[config.mk]
export PLATFORM = sky130hd
export DESIGN_NAME = wb_arbiter
export DESIGN_NICKNAME = d
export VERILOG_FILES = /design/src/rtl/wb_arbiter.sv
export SDC_FILE = /design/constraint.sdc
export NUM_CORES = 1
export LEC_CHECK = 0
export CORE_ASPECT_RATIO = 1.5
export CORE_MARGIN = 4
export CORE_UTILIZATION = 51
export DETAILED_ROUTE_END_ITERATION = 10
export PLACE_DENSITY = 0.85
export SYNTH_ARGS = -nofsm -noshare
export SYNTH_HDL_FRONTEND = slang
export SYNTH_SLANG_ARGS = --single-unit
[constraint.sdc]
create_clock -name clk -period 21 [get_ports clk]
set_clock_uncertainty 0.2 [all_clocks]
set_input_delay 3.15 -clock clk [delete_from_list [all_inputs] [get_ports clk]]
set_output_delay 3.15 -clock clk [all_outputs]
set_load 0.05 [all_outputs]
[src/rtl/wb_arbiter.sv]
// wb_arbiter: write-back arbiter (3 units -> 2 register-file ports) with a 32-bit pending-write table
// Ports: clk/rst (sync, active-high), flush; iss0/iss1 issue (valid, addr) set pending bits;
//        aluo/alut/mmu *_wb_valid/addr/data in, *_wb_ready out; rf_w0/rf_w1 ena/addr/data
//        registered write ports; pending_table bit r set while a write to xr is outstanding.
// Optional: YSYX22040228_WB_AGE_ARB_EN selects age-first arbitration instead of fixed priority.
module wb_arbiter #(
    parameter int DATA_W = 64,
    parameter int ADDR_W = 5
) (
    input  logic              clk,
    input  logic              rst,
    input  logic              flush,
    input  logic              iss0_valid,
    input  logic [ADDR_W-1:0] iss0_addr,
    input  logic              iss1_valid,
    input  logic [ADDR_W-1:0] iss1_addr,
    input  logic              aluo_wb_valid,
    input  logic [ADDR_W-1:0] aluo_wb_addr,
    input  logic [DATA_W-1:0] aluo_wb_data,
    output logic              aluo_wb_ready,
    input  logic              alut_wb_valid,
    input  logic [ADDR_W-1:0] alut_wb_addr,
    input  logic [DATA_W-1:0] alut_wb_data,
    output logic              alut_wb_ready,
    input  logic              mmu_wb_valid,
    input  logic [ADDR_W-1:0] mmu_wb_addr,
    input  logic [DATA_W-1:0] mmu_wb_data,
    output logic              mmu_wb_ready,
    output logic              rf_w0_ena,
    output logic [ADDR_W-1:0] rf_w0_addr,
    output logic [DATA_W-1:0] rf_w0_data,
    output logic              rf_w1_ena,
    output logic [ADDR_W-1:0] rf_w1_addr,
    output logic [DATA_W-1:0] rf_w1_data,
    output logic [31:0]       pending_table
);
    // buffer index 0 = MMU, 1 = ALU1, 2 = ALU2 (fixed-priority order)
    logic [2:0]        w_in_v, w_rdy, w_load, w_gnt, r_bv;
    logic [ADDR_W-1:0] w_in_a [3];
    logic [DATA_W-1:0] w_in_d [3];
    logic [ADDR_W-1:0] r_ba [3];
    logic [DATA_W-1:0] r_bd [3];
    logic [3:0]        w_key [3];
    logic              w_g0_v, w_g1_v;
    logic [1:0]        w_g0, w_g1;
    logic [31:0]       r_pend, w_set, w_clr;

    assign w_in_v = {alut_wb_valid, aluo_wb_valid, mmu_wb_valid};
    assign w_in_a[0] = mmu_wb_addr;
    assign w_in_a[1] = aluo_wb_addr;
    assign w_in_a[2] = alut_wb_addr;
    assign w_in_d[0] = mmu_wb_data;
    assign w_in_d[1] = aluo_wb_data;
    assign w_in_d[2] = alut_wb_data;

    assign w_rdy = {3{~rst}} & (~r_bv | w_gnt);
    assign {alut_wb_ready, aluo_wb_ready, mmu_wb_ready} = w_rdy;

`ifdef YSYX22040228_WB_AGE_ARB_EN
    logic [1:0] r_age [3];
    always_ff @(posedge clk) begin
        for (int i = 0; i < 3; i++) begin
            if (rst || flush || w_load[i]) begin
                r_age[i] <= 2'd0;
            end else if (r_bv[i] && !w_gnt[i] && r_age[i] != 2'd3) begin
                r_age[i] <= r_age[i] + 2'd1;
            end
        end
    end
`endif

    // rank key: age (when enabled) above a fixed tie-break favouring lower index
    always_comb begin
        w_g0_v = 1'b0;
        w_g0   = 2'd0;
        w_g1_v = 1'b0;
        w_g1   = 2'd0;
        w_load = 3'b0;
        w_gnt  = 3'b0;
        for (int i = 0; i < 3; i++) begin
`ifdef YSYX22040228_WB_AGE_ARB_EN
            w_key[i] = {r_age[i], 2'(3 - i)};
`else
            w_key[i] = {2'd0, 2'(3 - i)};
`endif
            w_load[i] = w_in_v[i] && w_rdy[i] && (w_in_a[i] != '0);
        end
        for (int i = 0; i < 3; i++) begin
            if (r_bv[i] && (!w_g0_v || w_key[i] > w_key[w_g0])) begin
                w_g0_v = 1'b1;
                w_g0   = 2'(i);
            end
        end
        // second grant skips anything aimed at the first grant's register
        for (int i = 0; i < 3; i++) begin
            if (r_bv[i] && w_g0_v && 2'(i) != w_g0 && r_ba[i] != r_ba[w_g0] &&
                (!w_g1_v || w_key[i] > w_key[w_g1])) begin
                w_g1_v = 1'b1;
                w_g1   = 2'(i);
            end
        end
        if (w_g0_v) w_gnt[w_g0] = 1'b1;
        if (w_g1_v) w_gnt[w_g1] = 1'b1;
    end

    always_ff @(posedge clk) begin
        for (int i = 0; i < 3; i++) begin
            if (rst || flush) begin
                r_bv[i] <= 1'b0;
            end else if (w_load[i]) begin
                r_bv[i] <= 1'b1;
                r_ba[i] <= w_in_a[i];
                r_bd[i] <= w_in_d[i];
            end else if (w_gnt[i]) begin
                r_bv[i] <= 1'b0;
            end
        end
    end

    assign w_set = ((32'(iss0_valid) << iss0_addr) | (32'(iss1_valid) << iss1_addr)) & ~32'd1;
    assign w_clr = (32'(rf_w0_ena) << rf_w0_addr) | (32'(rf_w1_ena) << rf_w1_addr);
    assign pending_table = r_pend;

    always_ff @(posedge clk) begin
        if (rst || flush) begin
            rf_w0_ena  <= 1'b0;
            rf_w0_addr <= '0;
            rf_w0_data <= '0;
            rf_w1_ena  <= 1'b0;
            rf_w1_addr <= '0;
            rf_w1_data <= '0;
            r_pend     <= '0;
        end else begin
            rf_w0_ena <= w_g0_v;
            rf_w1_ena <= w_g1_v;
            if (w_g0_v) begin
                rf_w0_addr <= r_ba[w_g0];
                rf_w0_data <= r_bd[w_g0];
            end
            if (w_g1_v) begin
                rf_w1_addr <= r_ba[w_g1];
                rf_w1_data <= r_bd[w_g1];
            end
            // set after clear so a same-cycle issue keeps the bit
            r_pend <= (r_pend & ~w_clr) | w_set;
        end
    end
endmodule
Word-level counts from Yosys, hierarchy flattened
Memory sizes are Yosys's and may differ from the RTL's. A register that Yosys moved wholly into a read port is not among the register bits.
Cells that the tools add are included.
Storage, ports and cells
  bits in registers: 42
  bits in writable memories: 207
  input bits: 225
  output and inout port bits: 175
  logic and storage cells: 110
  memories: 2
Cells by class
  order comparisons: 8
  eq/ne operators: 5
  shift operators: 4
  muxes and demuxes: 37
  bitwise gates (word level): 12
  reductions and logical operators: 35
Memory list
  r_bd: depth 3, width 64, read ports 2, clocked after Yosys merged registers in 2, wr ports 3, line 42  | logic [DATA_W-1:0] r_bd [3];
  r_ba: depth 3, width 5, read ports 5, clocked after Yosys merged registers in 1, wr ports 3, line 41  | logic [ADDR_W-1:0] r_ba [3];
Operator list (count)
  left shift 1 x 5 -> 32 bit: 4
  bitwise OR 32 bit: 3
  bitwise AND 32 bit: 1
  inverter 32 bit: 1
  2-to-1 mux 1 bit: 25
  logical AND 1 bit: 21
  binary-select mux 4 bit (select 2 bit): 2
  2-to-1 mux 4 bit: 4
  != test 5 bit: 3
  nonzero test 5 bit: 3
  > comparator 1 x 4 -> 1 bit (first input constant): 2
  nonzero test 2 bit: 4
  >= comparator 3 bit (second input constant): 2
  < comparator 2 x 3 -> 1 bit (second input constant): 2
  2-to-1 mux 3 bit: 2
  inverter 1 -> 3 bit: 2
  bitwise OR 3 bit: 2
  demux 1 bit (select 2 bit): 2
  >= comparator 2 x 1 -> 1 bit (second input constant): 2
  logical NOT 1 bit: 4
  2-to-1 mux 2 bit: 2
  bitwise AND 3 bit: 1
  logical OR 1 bit: 3
  inverter 3 bit: 1
  other kinds (3): 3

Logic depth before layout (Yosys ltp)
Gate-level depths: netlist of run 1.
  depth in word-level cells: 40
  depth in mapped cells: 9
  mapped depth without buffers: 5

Worst setup path after synthesis of run 1
Ideal clock, no wire load.
  path kind: input to register
  from: input port rst
  to: memory r_ba[1][0] (enable)
  library setup time: 0.581 ns
  data arrival time: 8.548 ns
  data required time: 20.219 ns
  slack: 11.671 ns
  stages on the path: 4
  path through: or2_2 > clkbuf_1 > clkbuf_1 > nor3_1
RTL lines
  start: declaration: line 11  | input logic rst,
  end: declaration: line 41

Worst setup path after layout of run 1
  from: input port rst
  to: output port alut_wb_ready
On the way
  cells in the longest elaborated chain, start to end: 2
Ends and longest elaborated chain
  inverter 1 bit: line 56  | assign w_rdy = {3{~rst}} & (~r_bv | w_gnt);
  bitwise AND 3 bit: line 56
  end: declaration: line 24  | output logic alut_wb_ready,
No other way between the ends.

==> metrics.md, run 1 <==
| Metric | Value |
|---|---|
| Slew at the pin closest to its max-slew limit | `1.26 ns` |
| Largest area contributor in the netlist | `edfxtp_1` |
| Portion of synthesized cell area occupied by the leading cell type | `0.401` |
| Port-buffer cells | `399` |
| Via/cell ratio | `6.11` |
| Cell class contributing the biggest share of worst-path delay | `buffers and inverters` |
| Max-cap violations | `0` |
| Sequence of cells on the critical path | `clkdlybuf4s50_1 > a21oi_1 > clkdlybuf4s50_1` |
| Post-route ant nets | `0` |
| Sequential standard cell area | `0.00973 mm²` |
| Core area | `0.0298 mm²` |
| Vias post-DR | `12921` |
| Endpoint class of the critical path | `primary output` |
| Crit path launch type | `input port` |
| Total chip power | `0.00161 W` |
| Worst VDD drop | `0.0734 mV` |
| Die width | `150 µm` |
| Floorplan die area | `0.0333 mm²` |
| Count of nets after finishing | `1908` |
| Multi-input logic area | `0.00533 mm²` |
| Half-perimeter wire length of the detailed placement result | `34500 µm` |
| Root Driver | `clkbuf_16` |
| Wire length per cell after detailed routing | `24.7 µm` |
| Initial cell density of the core | `0.520` |
| Standard-cell rows | `77` |
| Count of yosys warnings during synthesis | `0` |
| Clk slew on worst S/H paths | `0.06 ns` |
| Antenna violations before repair | `10` |
| Hold Buf Count CTS | `0` |
| Largest net degree at the start of global routing | `121` |
| Number of buffers created by CTS | `36` |
| Count of pins on the block boundary | `400` |
| Number of register bits inferred by synthesis | `382` |
| Commonest register cell after synthesis | `edfxtp_1` |
| Average size of a mapped cell | `11.5 µm²` |
| Final-layout setup total negative slack | `0 ns` |
| Floorplan die height | `221 µm` |
| Status | `complete, no violations` |
| Synth area leaders | `edfxtp_1 40%, dfxtp_1 23%, mux2i_1 8.3%` |
| Source-to-sink clock delay at the later pin of the worst-skew pair | `0.53 ns` |
| Most used cell, CP | `clkdlybuf4s50_1` |
| Fill cell total of the finished layout | `2067` |
| Share of the yosys chip area belonging to registers | `0.628` |
| Delay of the slowest critical-path stage | `0.82 ns` |
| Final worst-path cycle share | `0.383` |
| Number of global-route vias before repair | `13030` |
| Syn nets | `1572` |
| Crit path arrival time | `4.68 ns` |
| Data required, critical path | `17.65 ns` |
| Proportion of layout cells with a drive suffix above 1 | `0.0421` |
| Crit Path Class | `input port to primary output` |
| Slowest-stage cell, CP | `clkdlybuf4s50_1` |
| Hold Vio Cnt, Final | `0` |
| Number of flops mapped to enable cells by yosys | `207` |
| Post_cts resized | `0` |
| Critical Path Fanout Max | `5` |
| Maximum count of clock buffers along a single path | `3` |
| Share of async-settable or async-resettable flops after synthesis | `0` |
| Final weighted congestion of routability-driven global placement | `0.988` |
| Final count of pins violating max slew | `0` |
| Number of distinct library cell variants in the gate-level netlist after synthesis | `46` |
| DRT iter0 DRCs | `1179` |
| Number of post-CTS setup repair buffers | `0` |
| Peak clock frequency supported by timing | `0.124 GHz` |
| TritonCTS clock tree | `built` |
| Critical path buffers and inverters | `2` |
| Post-synthesis cell count | `1347` |
| CTS H-tree depth | `2` |
| Setup repair after global routing missed its margin | `false` |
| Hold WC Path Type | `flop to flop` |
| Fin crit period | `8.03 ns` |
| Worst reg-to-reg setup slack | `17.08 ns` |
| Area Overhead vs Synth | `34.0%` |
| DRC | `0` |
| Pre-antenna DRT Iters | `5` |
| Max-slew headroom | `0.161` |
| Power per unit of standard cell area | `77.6 mW/mm²` |
| Area of the mapped netlist | `0.0155 mm²` |
| Final setup violating endpoints | `0` |
| Static Leakage | `6.99 nW` |
| Routed WL | `52200 µm` |
| Total global routing track utilization | `0.303` |
| Count of clock tree sinks | `382` |
| First-pass GRT wire length | `76500 µm` |
| Total congestion overflow after global routing | `0` |
cell usage in the layout (no fill, tap or decap), drive strengths merged, types with 12 or more instances in the layout:
| cell | n |
|---|---|
| a222oi | 12 |
| nand2 | 82 |
| a211oi | 69 |
| edfxtp | 207 |
| mux2i | 128 |
| o221ai | 20 |
| dfxtp | 175 |
| clkbuf | 56 |
| o21ai | 135 |
| nor4 | 70 |
| clkdlybuf4s50 | 399 |
| nor3 | 13 |
| a21oi | 32 |
| nor2 | 166 |
| a32oi | 13 |
| nor2b | 16 |
tightest hold or removal path: stages (launching register included):
cell and delay, ns:
dfxtp_1 0.31, nand3_1 0.06, a21oi_1 0.05
cells in the mapped netlist, drive strengths merged (4+ instances only):
master	count
or2	4
nand2	82
nand2b	10
edfxtp	207
a222oi	12
clkbuf	80
nand3	10
buf	32
nor3b	4
mux2i	128
nor3	13
a32oi	13
a211oi	69
nor4	70
a21oi	32
o21ai	135
nor2b	16
and2	4
o221ai	20
inv	5
o311a	4
a22oi	11
xor2	6
nor2	166
dfxtp	175
xnor2	9
o22ai	5
logic make-up (layout without fill, tap and decap cells):
group                     after synthesis  count (layout)  share of synthesized area
and+or+nand+nor                       392             392                      0.118
DFF                                   382             382                      0.628
AOI/OAI and AO/OA                     313             313                      0.130
muxes                                 128             128                     0.0827
buffers and inverters                 117             479                     0.0333
xor gates and xnor gates               15              15                    0.00848
other                                   0              10                          0
layout make-up:
cell class              count  share of cell area
clock buffers              56              0.0495
repair buffers            410               0.196
inverters                   5             0.00102
multi-input cells         848               0.256
well taps                 395              0.0238
flip-flops and latches    382               0.468
clock inverters             8             0.00319
diodes                     10             0.00121
state kept, by name, indices dropped and copies added (netlist names):
name           cells
r_bv               3
rf_w1_data        64
r_bd             192
r_ba              15
rf_w1_addr         5
rf_w0_ena          1
rf_w1_ena          1
pending_table     32
rf_w0_addr         5
rf_w0_data        64
per-layer routing:
layer  track usage  up-vias  routed length, µm
li1              -     5740                  -
met1         0.327     6197              17300
met2         0.524      799              26700
met3        0.0577      183               4270
met4         0.213        2               3950
met5             0        -                  7
per-stage QoR:
stage	cells	utilization	worst slack (ns)	hold WS, ns	cell area (µm²)
6_report	2114	0.697	12.97	0.273	20800
5_1_grt	2113	0.697	12.88	0.292	20800
4_1_cts	2104	0.697	12.98	0.272	20700
2_1_floorplan	1347	-	11.67	0.253	15500
3_3_place_gp	2040	0.660	13.01	0.256	19600
3_5_place_dp	2040	0.660	12.99	0.264	19600
power by group:
part           internal [W]  switching [W]
clock network      0.000349       0.000269
registers          0.000814      0.0000171
logic             0.0000727      0.0000891
final timing paths:
check / start / to / depth (start not counted)
max: rst / alut_wb_ready / 3
min: pending_table[30] / pending_table[30] / 2
max reg2reg: r_ba[1][4] / r_bd[2][6] / 7
min reg2reg: pending_table[30] / pending_table[30] / 2
Note: power is estimated with default switching activity, not from simulation.
==> run 2: changes to the inputs <==
Settings changed: CORE_UTILIZATION 51 to 49, PLACE_DENSITY 0.85 to 0.82.
Clock period 21 ns to 8.2 ns, I/O delays scaled along.
==> metrics.md, run 2 (synthesized netlist as in run 1, its figures left out) <==
| Metric | Value |
|---|---|
| Status | `complete, no violations (unchanged)` |
| Root Driver | `clkbuf_16 (unchanged)` |
| Start point of the worst hold path | `pending_table[28] (was pending_table[30])` |
| Count of nets after finishing | `1909 (was 1908)` |
| DRC | `0 (unchanged)` |
| Final setup violating endpoints | `0 (unchanged)` |
| Worst VDD drop | `0.146 mV (was 0.0734 mV)` |
| Final worst-path cycle share | `0.550` |
| Reg2Reg Depth | `6 (was 7)` |
| Hold Crit Endpoint | `pending_table[28] (was pending_table[30])` |
| Fill cell total of the finished layout | `2304 (was 2067)` |
| Hold Buf Count CTS | `0 (unchanged)` |
| CTS H-tree depth | `2 (unchanged)` |
| Combinational share of power | `0.098 (was 0.100)` |
| Slowest-stage cell, CP | `buf_4 (was clkdlybuf4s50_1)` |
| TritonCTS clock tree | `built (unchanged)` |
| Most used cell, CP | `buf_4 (was clkdlybuf4s50_1)` |
| Flip-flop count of the largest register, all copies and words added | `192 (unchanged)` |
| Setup repair after global routing missed its margin | `false (unchanged)` |
| Sw Pwr | `0.000989 W (was 0.000375 W)` |
| Finished Core Util | `0.669 (was 0.697)` |
| Pre-antenna DRT Iters | `7 (was 5)` |
| Worst setup slack before clock tree synthesis | `3.20 ns (was 12.99 ns)` |
| Total global routing track utilization | `0.292 (was 0.303)` |
| Floorplan die height | `226 µm (was 221 µm)` |
| Proportion of layout cells with a drive suffix above 1 | `0.0485 (was 0.0421)` |
| Hold-critical path depth | `2 (unchanged)` |
| Static Leakage | `7.05 nW (was 6.99 nW)` |
| Crit path launch type | `input port (unchanged)` |
| Routed WL | `52700 µm (was 52200 µm)` |
| Area Overhead vs Synth | `34.6% (was 34.0%)` |
| Core area | `0.0311 mm² (was 0.0298 mm²)` |
| Count of pins on the block boundary | `400 (unchanged)` |
| Via/cell ratio | `6.03 (was 6.11)` |
| Most common cell after layout, fill and taps aside | `clkdlybuf4s50_1 (unchanged)` |
| Data required, critical path | `8.15 ns (was 17.65 ns)` |
| Critical path buffers and inverters | `3 (was 2)` |
| Endpoint class of the critical path | `flop (was primary output)` |
| Port-buffer cells | `399 (unchanged)` |
| Source-to-sink clock delay at the later pin of the worst-skew pair | `0.53 ns (about the same)` |
| Largest registers | `r_bd (192), rf_w0_data (64), rf_w1_data (64) (unchanged)` |
| Total congestion overflow after global routing | `0 (unchanged)` |
| Critical Path Fanout Max | `81 (was 5)` |
| Vias post-DR | `12780 (was 12921)` |
| Final count of pins violating max slew | `0 (unchanged)` |
| Wire length per cell after detailed routing | `24.8 µm (was 24.7 µm)` |
| First-pass GRT wire length | `77900 µm (was 76500 µm)` |
| Max-cap violations | `0 (unchanged)` |
| Post-route ant nets | `0 (unchanged)` |
| Worst R2R Start | `r_ba[1][2] (was r_ba[1][4])` |
| Internal cell power | `0.00321 W (was 0.00124 W)` |
| Maximum count of clock buffers along a single path | `3 (unchanged)` |
| Number of post-CTS setup repair buffers | `0 (unchanged)` |
| Slew at the pin closest to its max-slew limit | `1.11 ns (was 1.26 ns)` |
| Multi-input logic area | `0.00533 mm² (about the same)` |
| Clk pwr share | `0.395 (was 0.384)` |
| Crit Path Class | `input port to flop (was input port to primary output)` |
| Final-layout setup total negative slack | `0 ns (unchanged)` |
| Worst R2R End | `r_bd[2][45] (was r_bd[2][6])` |
| Number of global-route vias before repair | `12967 (was 13030)` |
| Final setup margin | `3.69 ns (was 12.97 ns)` |
| Post_cts resized | `0 (unchanged)` |
| Delay of the slowest critical-path stage | `0.74 ns (was 0.82 ns)` |
| Worst reg-to-reg setup slack | `4.69 ns (was 17.08 ns)` |
| Die width | `153 µm (was 150 µm)` |
| Floorplan die area | `0.0346 mm² (was 0.0333 mm²)` |
| Number of buffers created by CTS | `37 (was 36)` |
| Sequential standard cell area | `0.00973 mm² (unchanged)` |
| Hold Vio Cnt, Final | `0 (unchanged)` |
| Portion of total power attributed to sequential cells | `0.507 (was 0.516)` |
| DRT iter0 DRCs | `1099 (was 1179)` |
| Register with the most flip-flops | `r_bd (unchanged)` |
| Peak clock frequency supported by timing | `0.222 GHz` |
| Count of clock tree sinks | `382 (unchanged)` |
| Antenna violations before repair | `4 (was 10)` |
| Clk slew on worst S/H paths | `0.06 ns (about the same)` |
| Sequence of cells on the critical path | `clkdlybuf4s50_1 > nor2_4 > buf_4 > o211ai_1 > a21oi_4 > buf_4 (was clkdlybuf4s50_1 > a21oi_1 > clkdlybuf4s50_1)` |
| Largest net degree at the start of global routing | `92 (was 121)` |
| Final weighted congestion of routability-driven global placement | `0.926 (was 0.988)` |
| Cell class contributing the biggest share of worst-path delay | `buffers and inverters (unchanged)` |
| Standard-cell rows | `79 (was 77)` |
| Half-perimeter wire length of the detailed placement result | `35400 µm (was 34500 µm)` |
| Initial cell density of the core | `0.497 (was 0.520)` |
| Power per unit of standard cell area | `202 mW/mm² (was 77.6 mW/mm²)` |
| Fin crit period | `4.51 ns` |
| Crit path arrival time | `4.47 ns (was 4.68 ns)` |
| Hold WC Path Type | `flop to flop (unchanged)` |
| Commonest cells after routing, fill and taps aside | `399 x clkdlybuf4s50_1, 207 x edfxtp_1, 173 x dfxtp_1, 165 x nor2_1, 134 x o21ai_0 (unchanged)` |
| Switching portion of total power | `0.235 (was 0.233)` |
| Max-slew headroom | `0.263 (was 0.161)` |
==> run 2: cell types whose count changed in the layout (fill, tap and decap cells not counted), sizes merged <==
cell / previous run / this run
clkbuf: 56 / 51
diode: 10 / 3
clkinv: 6 / 14
inv: 5 / 6
==> run 2: worst max path at each step <==
stage               start          end  depth (start not counted)
floorplan             rst   r_ba[1][0]                          4
global placement      rst  r_bd[2][53]                          6
detailed placement    rst  r_bd[2][32]                          6
CTS                   rst  r_bd[2][45]                          6
global route          rst  r_bd[2][37]                          6
finish                rst  r_bd[2][45]                          6
==> run 2: power groups by stage <==
stage	clock network (W)	registers, W	logic [W]
floorplan	0	0.00221	0.000152
global placement	0	0.00217	0.000402
detailed placement	0	0.00217	0.000409
CTS	0.00168	0.00213	0.000412
global route	0.00176	0.00214	0.000436
finish	0.00166	0.00213	0.000412
==> run 2: layer usage <==
layer  vias up  wire length, µm  track usage
met4         2             3690        0.184
met3       165             3590       0.0502
li1       5728                -            -
met1      6183            18500        0.332
met2       702            26900        0.509
met5         -               13            0
==> run 2: metrics by stage <==
step | hold WS [ns] | instances | power, W | area, µm²
CTS | 0.271 | 2118 | 0.00422 | 20800
detailed placement | 0.262 | 2050 | 0.00258 | 19700
floorplan | 0.253 | 1347 | 0.00237 | 15500
finish | 0.277 | 2121 | 0.00420 | 20800
global placement | 0.243 | 2050 | 0.00257 | 19700
global route | 0.290 | 2121 | 0.00433 | 20800
==> run 2: layout make-up <==
cell class | count | share of cell area
Antenna cell | 3 | 0.000360
Tap cell | 405 | 0.0243
Sequential cell | 382 | 0.467
Clock inverter | 17 | 0.00564
Inverter | 5 | 0.00102
Multi-Input combinational cell | 848 | 0.256
Clock buffer | 51 | 0.0509
Timing Repair Buffer | 410 | 0.196
==> run 2: worst register-to-register path, stage by stage (launching register included) <==
cell	delay, ns
edfxtp_1	0.46
xnor2_1	0.18
nand3_1	0.23
o311ai_4	0.30
o21ai_1	0.26
a21oi_4	0.72
buf_4	0.73
